==> config.mk <==
export PLATFORM = sky130hd
export DESIGN_NAME = note_sequencer
export DESIGN_NICKNAME = d
export VERILOG_FILES = /design/src/rtl/note_sequencer.sv
export SDC_FILE = /design/constraint.sdc
export NUM_CORES = 1
export LEC_CHECK = 0
export BUFFER_PORTS_ARGS = -buffer_cell sky130_fd_sc_hd__buf_2
export CAP_MARGIN = 20
export CELL_PAD_IN_SITES_DETAIL_PLACEMENT = 1
export CELL_PAD_IN_SITES_GLOBAL_PLACEMENT = 1
export CORE_MARGIN = 5
export CORE_UTILIZATION = 35
export CTS_BUF_LIST = sky130_fd_sc_hd__clkbuf_16
export CTS_CLUSTER_DIAMETER = 120
export CTS_CLUSTER_SIZE = 24
export DETAILED_ROUTE_END_ITERATION = 8
export PLACE_DENSITY = 0.7
export SKIP_CTS_REPAIR_TIMING = 1
export SKIP_LAST_GASP = 1
export SYNTH_ARGS = -nofsm -noshare
export SYNTH_HDL_FRONTEND = slang
export SYNTH_SLANG_ARGS = --single-unit
==> constraint.sdc <==
create_clock -name clk -period 4.9 [get_ports clk]
set_input_delay 0.98 -clock clk [delete_from_list [all_inputs] [get_ports clk]]
set_output_delay 0.98 -clock clk [all_outputs]
set_load 0.01 [all_outputs]
==> src/rtl/note_sequencer.sv <==
// note_sequencer: walks a note ROM and feeds freqGenerator a timed threshold/enable per note, with a silent gap between notes
module note_sequencer #(
    parameter int CLK_HZ = 48_000_000,
    parameter int ADDR_W = 8,
    parameter int GAP_MS = 10
) (
    input  logic              clk,
    input  logic              reset,
    input  logic              play,
    input  logic              loop,
    output logic [ADDR_W-1:0] rom_addr,
    input  logic [47:0]       rom_data,
    output logic [31:0]       threshold,
    output logic              tone_en,
    output logic              busy,
    output logic              done
);
    localparam int TICK_DIV = CLK_HZ / 1000;
    localparam int PRE_W = TICK_DIV > 1 ? $clog2(TICK_DIV) : 1;
    localparam int GAP_CYC = GAP_MS * TICK_DIV;
    localparam int GAP_W = GAP_CYC > 1 ? $clog2(GAP_CYC) : 1;
    typedef enum logic [2:0] {IDLE, FETCH, LOAD, PLAY, GAP, FINISH} state_t;
    state_t state, state_n;
    logic play_q, last;
    logic [PRE_W-1:0] pre;
    logic [15:0] dur;
    logic [GAP_W-1:0] gcnt;
    logic tick, note_end, gap_end, is_end, stop;
    assign tick = pre == PRE_W'(TICK_DIV - 1);
    assign note_end = tick && dur == 16'd1;
    assign gap_end = gcnt == GAP_W'(GAP_CYC - 1);
    assign is_end = rom_data[15:0] == 16'd0;
    // entering FINISH without loop ends the song; done is registered so FINISH reads it back
    assign stop = state_n == FINISH && !loop;
    always_comb begin
        state_n = state;
        case (state)
            IDLE:    state_n = play && !play_q ? FETCH : IDLE;
            FETCH:   state_n = LOAD;
            LOAD:    state_n = is_end ? FINISH : PLAY;
            PLAY:    state_n = !note_end ? PLAY : GAP_MS != 0 ? GAP : &rom_addr ? FINISH : FETCH;
            GAP:     state_n = !gap_end ? GAP : last ? FINISH : FETCH;
            FINISH:  state_n = done ? IDLE : FETCH;
            default: state_n = IDLE;
        endcase
        if (!play) state_n = IDLE;
    end
    always_ff @(posedge clk or posedge reset) begin
        if (reset) begin
            state     <= IDLE;
            play_q    <= 1'b0;
            rom_addr  <= '0;
            threshold <= '0;
            tone_en   <= 1'b0;
            busy      <= 1'b0;
            done      <= 1'b0;
            pre       <= '0;
            dur       <= '0;
            gcnt      <= '0;
            last      <= 1'b0;
        end else begin
            state     <= state_n;
            play_q    <= play;
            busy      <= state_n != IDLE && !stop;
            done      <= stop;
            tone_en   <= state_n == PLAY && (state == LOAD ? rom_data[47:16] != 32'd0 : threshold != 32'd0);
            threshold <= state_n == IDLE ? '0 : state == LOAD && !is_end ? rom_data[47:16] : threshold;
            rom_addr  <= state_n == IDLE || state_n == FINISH ? '0 : state == PLAY && note_end ? rom_addr + 1'b1 : rom_addr;
            pre       <= state != PLAY || tick ? '0 : pre + 1'b1;
            dur       <= state == LOAD ? rom_data[15:0] : state == PLAY && tick ? dur - 16'd1 : dur;
            gcnt      <= state == GAP ? gcnt + 1'b1 : '0;
            // the last ROM slot finishing acts as an implicit end marker once the address wraps
            last      <= state == PLAY && note_end ? &rom_addr : last;
        end
    end
endmodule

==> reports/results.tsv <==
metric	value	unit
status	complete, no violations	
crit-reg2reg-launch	state[0]$_DFF_PP0_	
grt_pass1_wl	24100	um
drtIter0Drc	267	
yosys_warnings	0	
wirelength	14500	um
synth_area_leaders	dfrtp_1 49%, nand2_1 6.9%, a21oi_1 5.4%	
critPathCaptureType	register	
track_usage	0.179	
relSlewSlack	0.403	
antenna_cells	0	
crit_required	5.12	ns
rsz0062_at_grt	no	
power_leakage	2.62	nW
grt_max_degree	70	
drc	0	
ir_drop	0.191	mV
fin_nets	700	
grt_pass1_vias	4691	
synth-seq-cells	99	
drv_cap	0	
antenna_found_initial	2	
insertion_delay	0.35	ns
crit_arrival	3.50	ns
power.density	336	nW/um^2
yosysUniqueCellTypes	53	
hp-class	reg -> reg	
r2r_cells	6	
core_area	13900	um^2
clkTransAtPathRegs	0.07	ns
drt-pass1-iter-count	4	
ioPinCount	95	
min_period_over_period	0.668	
layout_common_cells	99 x dfrtp_1, 94 x buf_2, 92 x nand2_1	
yosysSeqAreaShare	0.495	
cts_made_buffers	9	
syn_area_per_cell	8.94	um^2
fp.dieH	130	um
min_to	pre[0]$_DFF_PP0_	
final_common_cell	dfrtp_1	
fmax	305	MHz
ys.flop_type	dfrtp_1	
synthArstFlopShare	1.00	
clkSinkCount	99	
area_growth	18.7	%
cp-start-kind	register	
slew_violations	0	
period_minus_slack	3.27	ns
vias	4445	
skew	0.00674	ns
io_buffers	94	
wire_per_inst	17.5	um
ctsRootBufferMaster	clkbuf_16	
viasPerCell	5.37	
htreeDepth	3	
synth.cell_area	5010	um^2
die_area	16800	um^2
synth-edff-count	0	
synthDominantCellAreaShare	0.495	
crit_type	reg -> reg	
fin_tns_setup	0	ns
start_util	0.359	
dp_hpwl	10400	um
ant_nets	0	
rows	43	
hold_depth	1	
setup_violations	0	
gr-total-overflow	0	
synth_nets	617	
place_congestion	0.831	
reg2reg_slack	1.63	ns
worst_pin_slew	0.896	ns
reg2reg_to	rom_addr[5]$_DFFE_PP0P_	
cts_tree	built	
yosysTopAreaCell	dfrtp_1	
synthesis.instances	560	
die_w	130	um
cts_buffer_depth	2	
layout-drive-gt1-share	0.190	
total_power	1.99	mW
critPathMaxFanout	30	
hold_viol	0	
min_from	pre[0]$_DFF_PP0_	
[logic make-up after synthesis]
logic type	after synthesis	synth area share
fa+ha+maj	5	0.0125
xor+xnor	34	0.0595
simple gates	281	0.280
compound gates	103	0.121
mux	1	0.00200
buf+inv	37	0.0305
flops	99	0.495
[final cells by class]
class                           count  area (um^2)
Clock inverter                      7         67.6
Inverter                           11         43.8
Clock buffer                        9          225
Multi-Input combinational cell    424         2380
Sequential cell                    99         2480
Fill cell                        1661         7990
Timing Repair Buffer               98          528
Tap cell                          180          225
[sequential cells by signal, summed over array words and instances, names as in the netlist]
signal and count:
busy 1, done 1, dur 16, gcnt 19
last 1, play_q 1, pre 16, rom_addr 8
state 3, threshold 32, tone_en 1
[how the worst max path moves through the flow]
stage                               end               start
4_1_cts         rom_addr[6]$_DFFE_PP0P_  state[0]$_DFF_PP0_
5_1_grt         rom_addr[0]$_DFFE_PP0P_  state[0]$_DFF_PP0_
3_3_place_gp   threshold[1]$_DFFE_PP0P_         rom_data[0]
6_report        rom_addr[5]$_DFFE_PP0P_  state[0]$_DFF_PP0_
3_5_place_dp    rom_addr[6]$_DFFE_PP0P_  state[0]$_DFF_PP0_
2_1_floorplan            busy$_DFF_PP0_               reset
[cell usage after synthesis (2+ instances only)]
cell / count
dfrtp_1: 99
or3_1: 7
and2_1: 2
nor4_4: 2
nor2_1: 69
xor2_1: 19
clkbuf_1: 18
a22oi_1: 2
xnor2_1: 15
inv_1: 11
o21a_1: 2
ha_1: 5
nor3_1: 13
and3_1: 13
or2_2: 2
buf_2: 2
a21oi_1: 54
nand2b_1: 3
o22ai_1: 4
nand3b_1: 3
o22a_1: 2
nand4_1: 11
and2b_1: 2
o21ai_0: 25
a31oi_1: 4
or4_1: 4
nor4_1: 21
buf_4: 3
nand3_1: 22
nor2b_1: 5
buf_1: 3
nand2_1: 92
[metrics by stage]
step / area [um^2] / std cells / setup WS (ns) / utilization / hold slack, ns
6_report: 5940 / 828 / 1.63 / 0.427 / 0.494
5_1_grt: 5940 / 828 / 1.34 / 0.427 / 0.519
3_3_place_gp: 5610 / 810 / 1.73 / 0.402 / 0.473
3_5_place_dp: 5610 / 810 / 1.65 / 0.402 / 0.486
2_1_floorplan: 5010 / 560 / 1.33 / - / 0.447
4_1_cts: 5900 / 826 / 1.61 / 0.423 / 0.495
[where the power goes]
part           total, mW  leakage (nW)  internal (mW)  switching (mW)
clock network      0.722         0.149          0.396           0.327
logic              0.309          1.13          0.118           0.191
registers          0.963          1.34          0.880          0.0825
total               1.99          2.62           1.39           0.600
[critical path, cell delays in order (launching register included)]
cell      delay [ns]
dfrtp_1         0.72
inv_1           0.50
nand3b_1        0.71
o31a_1          0.54
nor2b_1         0.18
o32ai_4         0.39
nor2_1          0.10
[routing by layer]
metal  global-route usage  up-vias  part of all wire
met1                0.231     2226              0.44
met3               0.0561       13             0.062
met2                0.300       90              0.49
met4               0.0336        4            0.0098
li1                     -     2112                 -
met5                    0        -            0.0015
Power figures use the tool's default switching activity.
